File: config.mk
export PLATFORM = sky130hd
export DESIGN_NAME = pipe_addsub
export DESIGN_NICKNAME = d
export VERILOG_FILES = /design/src/rtl/pipe_addsub_pkg.sv /design/src/rtl/addsub_seg.sv /design/src/rtl/pipe_addsub.sv
export SDC_FILE = /design/constraint.sdc
export NUM_CORES = 1
export LEC_CHECK = 0
export ABC_AREA = 1
export CAP_MARGIN = 20
export CORE_AREA = 8 8 85 106
export CTS_BUF_LIST = sky130_fd_sc_hd__clkbuf_4 sky130_fd_sc_hd__clkbuf_8
export DETAILED_ROUTE_END_ITERATION = 6
export DIE_AREA = 0 0 93 114
export PLACE_DENSITY = 0.83
export SLEW_MARGIN = 20
export SYNTH_ARGS = -nofsm -noshare
export SYNTH_HDL_FRONTEND = slang
export SYNTH_HIERARCHICAL = 1
export SYNTH_SLANG_ARGS = --single-unit
File: constraint.sdc
create_clock -name clk -period 2.37 [get_ports clk]
set_input_delay 0.711 -clock clk [delete_from_list [all_inputs] [get_ports clk]]
set_output_delay 0.711 -clock clk [all_outputs]
set_load 0.01 [all_outputs]
File: src/rtl/pipe_addsub_pkg.sv
// Shared types and helpers for the segmented pipelined adder/subtractor.
// Used by pipe_addsub and addsub_seg.
package pipe_addsub_pkg;

   typedef enum logic {
      OP_ADD = 1'b0,
      OP_SUB = 1'b1
   } op_e;

   localparam int DEF_WIDTH = 18;
   localparam int DEF_SEG_W = 6;

   // Number of segments (and pipeline stages) needed to cover width bits.
   function automatic int stages_f(input int width, input int seg_w);
      return (width + seg_w - 1) / seg_w;
   endfunction

endpackage

File: src/rtl/addsub_seg.sv
// One pipeline segment: a plain W-bit ripple add of a, b and cin.
// Inversion for subtraction is applied upstream, so this is add-only.
module addsub_seg
   import pipe_addsub_pkg::*;
#(
   parameter int W = DEF_SEG_W
) (
   input  logic [W-1:0] a,
   input  logic [W-1:0] b,
   input  logic         cin,
   output logic [W-1:0] sum,
   output logic         cout
);

   assign {cout, sum} = {1'b0, a} + {1'b0, b} + {{W{1'b0}}, cin};

endmodule

File: src/rtl/pipe_addsub.sv
// Pipelined two's-complement add/sub, one SEG_W-bit segment per stage.
// Optional zero/negative flags are enabled by defining PIPE_ADDSUB_FLAGS_EN.
module pipe_addsub
   import pipe_addsub_pkg::*;
#(
   parameter int WIDTH = DEF_WIDTH,
   parameter int SEG_W = DEF_SEG_W
) (
   input  logic             clk,
   input  logic             rst_n,
   input  logic             in_valid,
   output logic             in_ready,
   input  logic             in_op,
   input  logic [WIDTH-1:0] in_a,
   input  logic [WIDTH-1:0] in_b,
   input  logic             in_cin,
   output logic             out_valid,
   input  logic             out_ready,
   output logic [WIDTH-1:0] out_sum,
   output logic             out_cout,
   output logic             out_ovf,
   output logic             out_z,
   output logic             out_n
);

   localparam int STAGES = stages_f(WIDTH, SEG_W);
   // Depth of the operand/partial-sum registers between stages (min 1 to stay legal).
   localparam int PD     = (STAGES > 1) ? STAGES - 1 : 1;

   logic             stall;
   logic             adv;
   op_e              op;
   logic [WIDTH-1:0] b_eff;
   logic             c_eff;

   logic [STAGES:1]           vld_pipe;
   logic [PD-1:0][WIDTH-1:0]  a_q;
   logic [PD-1:0][WIDTH-1:0]  b_q;
   logic [PD-1:0][WIDTH-1:0]  s_q;
   logic [PD-1:0]             c_q;

   logic [WIDTH-1:0] sum_q;
   logic             cout_q;
   logic             ovf_q;

   assign stall    = out_valid & ~out_ready;
   assign adv      = ~stall;
   assign in_ready = ~stall;

   // SUB folds into ADD: A + ~B + ~borrow_in.
   assign op    = op_e'(in_op);
   assign b_eff = (op == OP_SUB) ? ~in_b   : in_b;
   assign c_eff = (op == OP_SUB) ? ~in_cin : in_cin;

   always_ff @(posedge clk or negedge rst_n) begin
      if (!rst_n) begin
         vld_pipe <= '0;
      end else if (adv) begin
         vld_pipe[1] <= in_valid;
         for (int k = 2; k <= STAGES; k++) vld_pipe[k] <= vld_pipe[k-1];
      end
   end

   assign out_valid = vld_pipe[STAGES];

   for (genvar k = 0; k < STAGES; k++) begin : g_stg
      localparam int LO = k * SEG_W;
      localparam int SW = (k == STAGES - 1) ? WIDTH - LO : SEG_W;

      logic [WIDTH-1:0] sa;
      logic [WIDTH-1:0] sb;
      logic [WIDTH-1:0] ss;
      logic             sc;
      logic [WIDTH-1:0] sum_nx;
      logic [SW-1:0]    seg_sum;
      logic             seg_cout;

      if (k == 0) begin : g_head
         assign sa = in_a;
         assign sb = b_eff;
         assign sc = c_eff;
         assign ss = '0;
      end else begin : g_body
         assign sa = a_q[k-1];
         assign sb = b_q[k-1];
         assign sc = c_q[k-1];
         assign ss = s_q[k-1];
      end

      addsub_seg #(.W(SW)) u_seg (
         .a    (sa[LO +: SW]),
         .b    (sb[LO +: SW]),
         .cin  (sc),
         .sum  (seg_sum),
         .cout (seg_cout)
      );

      always_comb begin
         sum_nx            = ss;
         sum_nx[LO +: SW]  = seg_sum;
      end

      if (k < STAGES - 1) begin : g_mid
         always_ff @(posedge clk or negedge rst_n) begin
            if (!rst_n) begin
               a_q[k] <= '0;
               b_q[k] <= '0;
               s_q[k] <= '0;
               c_q[k] <= 1'b0;
            end else if (adv) begin
               a_q[k] <= sa;
               b_q[k] <= sb;
               s_q[k] <= sum_nx;
               c_q[k] <= seg_cout;
            end
         end
      end else begin : g_last
         // Carry into the MSB recovered from the MSB operand and sum bits.
         logic c_msb;
         assign c_msb = sa[WIDTH-1] ^ sb[WIDTH-1] ^ seg_sum[SW-1];

         always_ff @(posedge clk or negedge rst_n) begin
            if (!rst_n) begin
               sum_q  <= '0;
               cout_q <= 1'b0;
               ovf_q  <= 1'b0;
            end else if (adv) begin
               sum_q  <= sum_nx;
               cout_q <= seg_cout;
               ovf_q  <= c_msb ^ seg_cout;
            end
         end

`ifdef PIPE_ADDSUB_FLAGS_EN
         logic z_q;
         logic n_q;
         always_ff @(posedge clk or negedge rst_n) begin
            if (!rst_n) begin
               z_q <= 1'b0;
               n_q <= 1'b0;
            end else if (adv) begin
               z_q <= (sum_nx == '0);
               n_q <= sum_nx[WIDTH-1];
            end
         end
         assign out_z = z_q;
         assign out_n = n_q;
`else
         assign out_z = 1'b0;
         assign out_n = 1'b0;
`endif
      end
   end

   // With a single stage the inter-stage registers are never written.
   if (STAGES == 1) begin : g_no_mid
      assign a_q = '0;
      assign b_q = '0;
      assign s_q = '0;
      assign c_q = '0;
   end

   assign out_sum  = sum_q;
   assign out_cout = cout_q;
   assign out_ovf  = ovf_q;

endmodule

==> results.txt, run 1 <==
- The analysis attributes to cell leakage a power of 2.45 nW.
- Synthesis produced a netlist whose cell count is between 400 and 500.
* Width of the chip: between 90 and 100 µm
* All-layer global routing usage: between 10% and 20%
- Input and output buffers added on the ports amount to 63.
* Violation count after the first detailed-route iteration: 183
- Wire length of the first global-routing pass: about 14 mm
* Max rail drop VDD: between 400 and 500 µV
- Sequential fraction of the synthesis area: around 50%
* Deepest level of the CTS H-tree: 3
- Flip-flop cell with the highest count after synthesis: sky130_fd_sc_hd__dfrtp_1
* Worst-margin pin slew: 0.790 ns
- Via density per instance: about 5
- Compared with the post-synthesis result, the final layout area differs by 24.5%.
- Startpoint-to-endpoint class of the critical path: in2out
* Fin nets: 581
- Top cells by area in the synthesized netlist: sky130_fd_sc_hd__dfrtp_1 (50%), sky130_fd_sc_hd__nand2_1 (17%), sky130_fd_sc_hd__o21ai_0 (6.2%)
- Total clock sinks: 79
* Pin count of the biggest net entering global routing: 92
- Number of max-cap violations: 0
- The floorplan has 35 rows.
- R2r worst-path depth: 13
- TritonCTS built the clock tree.
- Number of hold violations in the final report: 0
- The post-route netlist has under 10% of its cells at a drive strength greater than 1.
* Cell area after synthesis: approximately 3900 µm²
* DP HPWL: ~5.8 mm
* Number of search-and-repair iterations in the first detailed-routing pass: 4
- Final routed DRC violation total: 0
- Maximum fanout along the worst path: 2
* Arrival @ worst endpoint: 1.60 ns
- For this run, the top clock speed supported by timing is 0.433 GHz.
- The final count of pins violating max slew came to 0.
- Synthesized area per cell: a little under 9 µm²
- Routed vias: approximately 3,000
- In the finished design, the share of the clock period the worst path needs comes to between 90% and 100%.
* RePlAce Congestion: between 0.8 and 0.9
- Setup violations remaining at the end of the flow were counted as 0.
- Antenna violations before repair: 0
- STA classifies the critical path startpoint as an input port.
- Classification of the worst-slack hold path: in2async
* Total inserted antenna cells: 0
- The commonest cells after synthesis are sky130_fd_sc_hd__nand2_1 (174), sky130_fd_sc_hd__dfrtp_1 (79), sky130_fd_sc_hd__o21ai_0 (49).
- Unrepaired setup endpoints after global routing: no
* Total congestion overflow: 0
* Clock buffer depth: 2
- After routing the design area is ~4900 µm².
- Synthesis instantiated 23 different standard cells from the library.
- In this run, synthesis inferred 0 flip-flops with an integrated enable.
- In the final routed layout, each cell accounts on average for ~13 µm.
- In this run the biggest area consumer among cell types represents between 50% and 60% of the synthesized area.
- STA classifies the critical path endpoint as an output pin.
- In this run the vertical extent of the chip is about 110 µm.
- The number of hold buffers added after CTS was 0.
* Clock tree skew after final layout: 0.00907 ns
- Data on the critical path is required at its endpoint by around 1.7 ns.
- Post-CTS Setup Inserts: 0
- In this run the count of I/O pins placed on the die edge is between 60 and 70.
* Post-Place Cell Area: between 4000 and 5000 µm²
- Core footprint: between 7000 and 8000 µm²
* FF+latch count, synth: 79
- CTS buffer count: 9
- Measured against its own limit, the worst slew margin works out to between 40% and 50%.
- CTS clock-pin slew for the worst setup and hold paths: 0.07 ns
- Number of filler cells placed in the layout: ~590
- Via count of the first global-routing pass: 3,239
* Smallest hold slack: 0.336 ns
* Largest area contributor in the synthesized netlist: sky130_fd_sc_hd__dfrtp_1
- Starting Density: 54.0%
- The cell sitting at the root of the clock tree is a sky130_fd_sc_hd__clkbuf_8.
- The routed design has around 8 mm of wire.
- The flow ran to the end, and the final reports show no timing, DRC or antenna violations.
* Power Dens Cells: roughly 1100 nW/µm²
- The count of nets left with antenna violations once routing finished came out at 0.
- Most used standard cell by instance count after synthesis: sky130_fd_sc_hd__nand2_1
* Clock network latency to the later pin of the worst-skew pair: between 0.3 and 0.4 ns
- Die area: approximately 11,000 µm²
* Total of warnings raised by yosys: 6
* Min Clock Period, post-route: ~2.3 ns
* FFs w/ async S/R, synth: between 90% and 100%
metrics by stage:
step	setup WS (ns)	instances	power [mW]	TNS (ns)	utilization, %
floorplan	0.0267	452	3.64	0	-
global placement	-0.361	599	4.33	-2.03	63.9
detailed placement	-0.458	599	4.46	-2.41	63.9
CTS	0.0173	615	5.67	0	67.1
global route	0.00862	615	6.11	0	67.3
finish	0.0584	615	5.62	0	67.3
critical path: stages:
cell                              delay, ns
sky130_fd_sc_hd__clkdlybuf4s50_1       0.44
sky130_fd_sc_hd__nor2_4                0.11
sky130_fd_sc_hd__inv_2                 0.04
sky130_fd_sc_hd__dlygate4sd2_1         0.29
final timing paths:
kind / startpoint / endpoint / slack [ns]
setup / recovery: out_ready / in_ready / 0.06
hold / removal: rst_n / out_cout / 0.34
setup reg to reg: g_stg[2].sa[12] / out_ovf / 0.32
hold reg to reg: g_stg[1].sb[15] / g_stg[2].sb[15] / 0.47
max in group asynchronous: rst_n / g_stg[1].ss[5] / 1.34
min in group clk: g_stg[1].sb[15] / g_stg[2].sb[15] / 0.47
layout by cell type, fill, tap and decap left out, drive strengths merged:
master	Yosys	final
ha	15	15
nor2	6	6
clkbuf	4	10
dfrtp	79	79
conb	1	2
buf	17	14
xnor2	18	18
dlymetal6s2s	0	1
fa	6	6
o21ai	50	50
clkinv	3	6
or2	1	1
nand3b	3	3
inv	45	45
bufinv	0	3
dlygate4sd2	0	2
nand2	174	174
nand3	10	10
xor2	10	10
clkdlybuf4s50	0	59
a21oi	9	9
metal layers:
| metal | share of wire, % | GRT usage, % |
|---|---|---|
| met3 | 5.3 | 3.94 |
| met5 | 0 | 0 |
| met2 | 50 | 26.4 |
| met4 | 2.1 | 7.76 |
| met1 | 42 | 19.9 |
state kept, by name, summed over array words and instances, names as in the netlist:
signal / count
g_stg.ss: 18
vld_pipe: 3
out_cout: 1
g_stg.sc: 2
g_stg.sa: 18
out_sum: 18
out_ovf: 1
g_stg.sb: 18
power by group:
part	internal (mW)	switching (mW)
Sequential	1.87	0.283
Combinational	1.02	1.26
Clock	0.710	0.466
Total	3.60	2.01
cell type report:
type                            instances  area [µm²]  area share [%]
Sequential cell                        79        1980            40.4
Multi-Input combinational cell        304        1650            33.8
Timing Repair Buffer                   76         726            14.8
Inverter                               48         180            3.68
Clock buffer                           10         131            2.69
Tap cell                               92         115            2.35
Clock inverter                          6         109            2.23
what timing repair did:
action / 4_1_cts / 5_1_grt
endpoints found under the hold margin: 0 / 0
endpoints found under the setup margin: 4 / 3
pin swaps: 0 / 3
gates resized for setup: 2 / 4
cell families (layout without fill, tap and decap cells):
kind of cell | count (synthesis) | after routing | synth area share (%)
flops | 79 | 79 | 50.4
simple gates | 194 | 194 | 19.7
xor+xnor | 28 | 28 | 6.25
buf+inv | 69 | 140 | 8.19
other cells | 1 | 2 | 0.0955
compound gates | 59 | 59 | 7.62
fa+ha+maj | 21 | 21 | 7.84
(Power assumes the default switching activity.)
==> run 2, diff against run 1 <==
Settings changed: CORE_AREA 8 8 85 106 to 8 8 90 100, DIE_AREA 0 0 93 114 to 0 0 98 108.
==> run 2 against run 1 <==
Effect of this change:
- worst setup slack improved by 0.046 ns
- routed wire length decreased by 2.6%
- combinational power about the same
- core utilization decreased by 1.2 points
- register-to-register slack improved by 0.04 ns
- first-iteration DRC count decreased by 20%
- non-clock buffer count decreased by 2
- clock power decreased by 23%
- largest cell class unchanged
- total power decreased by 5.1%
- critical path type unchanged
==> results.txt, run 2 (synthesized netlist as in run 1, its figures left out) <==
* Outcome: complete, no violations
- The floorplan step set the die width to 98 µm.
- Ratio of cells with drive above 1 in the final layout: under 10%
- Setup violations, final: 0
- Dividing the detail-routed wire length by the instance count gives around 13 µm.
- After the first detailed-routing iteration, the DRC count stood at between 100 and 150.
- Global routing finished with a remaining overflow of 0.
- On the final layout, the worst clock skew is between 0.009 and 0.01 ns.
- In this run the remaining antenna-violating nets after routing total 0.
- Final sum of negative setup slack: 0 ns
- Clock-pin slew was measured on the worst setup and hold paths at 0.09 ns.
* Number of search-and-repair iterations in the first detailed-routing pass: 4
* Worst relative slew slack: between 40% and 50%
- Data arrives at the worst endpoint at about 1.6 ns.
* Worst-margin pin slew: 0.797 ns
- Deepest level of the CTS H-tree: 3
- Number of filler cells placed in the layout: about 580
* Peak Freq: roughly 0.44 GHz
* Clock network latency to the later pin of the worst-skew pair: about 0.35 ns
- Via density per instance: ~5
* Fin nets: 579
- The die is approximately 110 µm tall.
* Pin count of the biggest net entering global routing: 92
* Classification of the worst-slack hold path: in2async
- TritonCTS built the clock tree.
- RePlAce Congestion: roughly 0.86
- The detailed router placed between 2,000 and 3,000 vias in this run.
- The number of global-route vias before repair came to roughly 3,000.
* Unrepaired setup endpoints after global routing: no
- Across the VDD grid, the largest voltage drop is approximately 430 µV.
- Critical path required time: 1.66 ns
- Share of the core filled with cells in the final layout: ~66%
- The area growth from synthesis to layout is 22.9%.
* Core footprint: 7310 µm²
- The top cell types in the final layout, fill and taps aside, are sky130_fd_sc_hd__nand2_1 (174), sky130_fd_sc_hd__dfrtp_1 (79), sky130_fd_sc_hd__clkdlybuf4s50_1 (58), sky130_fd_sc_hd__o21ai_0 (49), sky130_fd_sc_hd__inv_1 (44).
- Wire length of the first global-routing pass: ~13 mm
- In this run the worst path has a maximum fanout of 2.
- Critical path capture point type: output pin
* Total clock sinks: 79
- Routed Wire Length: around 7.8 mm
- For this design the top-level I/O count stands at 66.
- Min Clock Period, post-route: 2.27 ns
* All-layer global routing usage: 15.5%
* Post-CTS Setup Inserts: 0
* Power Dens Cells: ~1100 nW/µm²
- Final Slew Violations: 0
- DP HPWL: 5.67 mm
- Startpoint-to-endpoint class of the critical path: in2out
* Type of origin of the critical path: input port
- Total number of placement rows: 33
* Number of max-cap violations: 0
- Tcrit/Tclk final: between 90% and 100%
- Total inserted antenna cells: 0
- The hold violation count in the final report was 0.
- CTS root buf: sky130_fd_sc_hd__clkbuf_8
- Starting Density: between 50% and 60%
* Antenna violations before repair: 0
- Most common cell after layout, fill and taps aside: sky130_fd_sc_hd__nand2_1
- Die area: roughly 11,000 µm²
* Final routed DRC violation total: 0
- Number of I/O port buffers: between 60 and 70
- Leakage: around 2.4 nW
- Clock buffer depth: 2
- In this run, CTS created clock tree buffers numbering 9.
==> run 2: cell types whose count changed in the layout (fill, tap and decap cells not counted), sizes merged, moves of 2 or more <==
cell and delta:
buf -2, bufinv -3, clkinv -2, clkinvlp +2, inv +4
==> run 2: worst paths after layout <==
check | from | end | slack [ns] | depth (start not counted)
min in group clk | g_stg[1].sb[12] | g_stg[2].sb[12] | 0.48 | 2
hold reg to reg | g_stg[1].sb[12] | g_stg[2].sb[12] | 0.48 | 2
max in group asynchronous | rst_n | g_stg[1].sb[10] | 1.48 | 2
hold / removal | rst_n | g_stg[1].sa[14] | 0.30 | 1
setup reg to reg | g_stg[2].sa[12] | out_ovf | 0.36 | 13
setup / recovery | out_ready | in_ready | 0.10 | 4
==> run 2: area by class of cell <==
| class | instances | area, µm² | area share, % |
|---|---|---|---|
| inverter | 48 | 180 | 3.73 |
| clock buffer | 9 | 124 | 2.57 |
| clock inverter | 7 | 55.1 | 1.14 |
| tap | 87 | 109 | 2.26 |
| sequential | 79 | 1980 | 41.0 |
| multi-input combinational | 304 | 1650 | 34.3 |
| timing repair buffer | 74 | 727 | 15.1 |
==> run 2: timing repair <==
action / 4_1_cts / 5_1_grt
endpoints found under the setup margin: 4 / 3
resized for setup: 2 / 5
endpoints found under the hold margin: 0 / 0
hold buffers: 0 / 0
pin swaps: 0 / 3
==> run 2: routing by layer <==
layer	vias up	wire length (µm)	track usage, %
met1	1379	3520	18.8
met2	71	3710	25.5
met4	0	153	7.36
met5	-	0	0
met3	13	389	4.05
li1	1513	-	-
==> run 2: power by group <==
part | leakage [nW] | total, mW | internal (mW) | switching [mW]
clock network | 0.0870 | 0.914 | 0.393 | 0.521
logic | 1.37 | 2.27 | 1.02 | 1.25
registers | 0.957 | 2.14 | 1.87 | 0.275
==> run 2: worst max-delay path: stages <==
cell,delay (ns)
sky130_fd_sc_hd__clkdlybuf4s50_1,0.50
sky130_fd_sc_hd__nor2_4,0.05
sky130_fd_sc_hd__inv_2,0.04
sky130_fd_sc_hd__clkdlybuf4s15_1,0.25
==> run 2: through the flow <==
step | hold WS (ns) | setup WS, ns | cells | total power, mW | area, µm²
final | 0.302 | 0.104 | 608 | 5.33 | 4830
after global routing | 0.326 | 0.00476 | 608 | 5.78 | 4830
after CTS | 0.300 | 0.0287 | 608 | 5.38 | 4810
after detailed placement | 0.457 | -0.478 | 592 | 4.44 | 4630
after global placement | 0.450 | -0.418 | 592 | 4.32 | 4630
after floorplan | 0.415 | 0.0267 | 452 | 3.64 | 3950
==> run 3, diff against run 2 <==
Settings changed: CORE_AREA 8 8 90 100 to 8 8 94 104, DIE_AREA 0 0 98 108 to 0 0 102 112, PLACE_DENSITY 0.83 to 0.77.
==> run 3 against run 2 <==
Effect of this change:
- final area is 2.2% higher
- via count grew 1.2%
- fmax shrank 1.6%
- sequential cell count stayed put
- sequential power about the same
- sequential share of layout area shrank 0.88 points
- non-clock buffer count did not move
- combinational power about the same
- global-route usage fell by 0.70 points
- die area increased by 7.9%
- critical path type unchanged
- largest cell class unchanged
- largest power group unchanged
==> results.txt, run 3 (synthesized netlist as in run 1, its figures left out) <==
- On the final layout, the worst hold slack is roughly 0.38 ns.
- Share of total power in combinational logic: 39.9%
- Min Clock Period, post-route: ~2.3 ns
- Worst slack, placed: -0.478 ns
- Final routed DRC violation total: 0
* Clock tree skew after final layout: ~0.0093 ns
- Global routing consumed, over all layers together, between 10% and 20% of the routing resources.
- The floorplan step set the die width to between 100 and 150 µm.
- Tcrit/Tclk final: between 90% and 100%
- The area growth from synthesis to layout is 25.6%.
- In the final routed layout, each cell accounts on average for between 10 and 15 µm.
* Kind of cell with the highest combined delay on the critical path: buffers and inverters
- In the final layout, flip-flops and latches occupy a little under 2000 µm².
- The initialized floorplan defines 35 standard-cell rows.
- After floorplanning, the core was sized to cover around 8000 µm².
- DP HPWL: 5.69 mm
- The internal power of the cells totals approximately 3.7 mW.
- The flow ran to the end, and the final reports show no timing, DRC or antenna violations.
- CTS clock-pin slew for the worst setup and hold paths: roughly 0.080 ns
- Clock tree synthesis inserted a total of 9 buffers.
- Setup repair after global routing left no endpoint under its margin.
* Routed vias: about 3,000
- Die outline height: around 110 µm
- Routability-driven placement finished with a final weighted congestion of just under 0.9.
* I/O pin count: 66
* Arrival @ worst endpoint: around 1.6 ns
* Power Dens Cells: about 1200 nW/µm²
* Violation count after the first detailed-route iteration: ~180
- For this design the static power due to leakage is roughly 2.4 nW.
- The filler cells instantiated in the layout total 722.
- Pin count of the biggest net entering global routing: 92
- Peak Freq: about 0.43 GHz
* Fin nets: between 500 and 600
- Die area: between 10,000 and 15,000 µm²
* Most common cell after layout, fill and taps aside: sky130_fd_sc_hd__nand2_1
- TritonCTS built the clock tree.
* Routed Wire Length: roughly 8 mm
- Startpoint-to-endpoint class of the critical path: in2out
* Clock buffer depth: 2
- The first TritonRoute pass finished after 4 iterations.
* Via count of the first global-routing pass: ~3,000
* Total congestion overflow: 0
* Worst-margin pin slew: around 0.80 ns
- CP Buf/Inv Count: 3
* Net switching power figure: 2.00 mW
* Type of origin of the critical path: input port
- The later pin in the worst-skew pair is clocked with a latency of ~0.34 ns.
- Proportion of power drawn by flip-flops and latches: a little under two fifths
- Register-to-Register Setup Slack: ~0.36 ns
* Final Slew Violations: 0
* Count of antenna-violating nets left after detailed routing: 0
- CTS root buf: sky130_fd_sc_hd__clkbuf_8
- The H-tree was split into 3 levels.
- Total clock sinks: 79
- Cells with a size suffix above 1 make up between 7 and 8% of the layout.
* Critical path required time: roughly 1.7 ns
- Total inserted antenna cells: 0
- Starting Density: between 40% and 50%
- Of all nets on the critical path, the largest fanout is 2.
- In this run switching power makes up 35.0% of total power.
* Max rail drop VDD: 458 µV
- After layout, the worst setup slack is between 0.06 and 0.07 ns.
- In the layout the commonest cells are sky130_fd_sc_hd__nand2_1 (173), sky130_fd_sc_hd__dfrtp_1 (79), sky130_fd_sc_hd__clkdlybuf4s50_1 (60), sky130_fd_sc_hd__o21ai_0 (49), sky130_fd_sc_hd__inv_1 (44).
* Number of hold violations in the final report: 0
* Wire length of the first global-routing pass: roughly 14 mm
- Number of max-cap violations: 0
* Crit path cell chain: clkdlybuf4s50_1, nor2_4, inv_2, dlygate4sd2_1
- Per report_power, the clock group accounts for 22.6% of the total.
- In this run the tool buffered the top-level ports with 63 buffer cells.
* Via density per instance: roughly 4.8
* Setup violations, final: 0
* Classification of the worst-slack hold path: in2async
- Worst relative slew slack: 46.7%
- The worst setup path is captured at an output pin.
* Antenna violations before repair: 0
* Largest incremental delay on the critical path: between 0.4 and 0.5 ns
- The multi-input combinational cells in the finished layout cover a total of between 1500 and 2000 µm².
* Worst-path cell with the longest stage delay: sky130_fd_sc_hd__clkdlybuf4s50_1
run 3: power groups by stage:
stage	Combinational, mW	Clock (mW)	Sequential (mW)
floorplan	1.45	0	2.20
global placement	2.19	0	2.15
detailed placement	2.28	0	2.17
CTS	2.31	1.31	2.15
global route	2.60	1.38	2.21
finish	2.28	1.29	2.14
run 3: area by class of cell:
cell class / instances / area share, %
flip-flops and latches: 79 / 40.1
multi-input cells: 304 / 33.5
repair buffers: 74 / 14.6
inverters: 48 / 3.65
well taps: 111 / 2.82
clock inverters: 6 / 2.69
clock buffers: 10 / 2.66
run 3: timing repair:
| action | in CTS | in global routing |
|---|---|---|
| setup buffers | 0 | 0 |
| endpoints found under the hold margin | 0 | 0 |
| endpoints found under the setup margin | 4 | 3 |
| pin swaps | 0 | 1 |
| hold buffers | 0 | 0 |
| gates resized for setup | 2 | 3 |
run 3: per-layer routing:
metal  track usage (%)  vias to the layer above  wire length (µm)
met3              3.87                       16               413
met1              18.7                     1404              3550
met4              6.57                        0               191
met2              23.0                       75              3820
met5                 0                        -                 0
li1                  -                     1516                 -
run 3: metrics by stage:
step	util, %	area, µm²	TNS (ns)	power (mW)	instances
floorplan	-	3950	0	3.64	452
CTS	60.5	4920	0	5.77	632
global placement	57.3	4660	-2.07	4.34	616
finish	60.6	4930	0	5.71	632
global route	60.6	4930	0	6.18	632
detailed placement	57.3	4660	-2.47	4.45	616
run 3: worst paths after layout:
path	start	to	cells past startpoint
min in group clk	g_stg[1].sb[13]	g_stg[2].sb[13]	2
hold reg to reg	g_stg[1].sb[13]	g_stg[2].sb[13]	2
hold / removal	rst_n	out_cout	1
max in group asynchronous	rst_n	g_stg[2].ss[10]	2
setup reg to reg	g_stg[2].sa[12]	out_ovf	13
setup / recovery	out_ready	in_ready	4
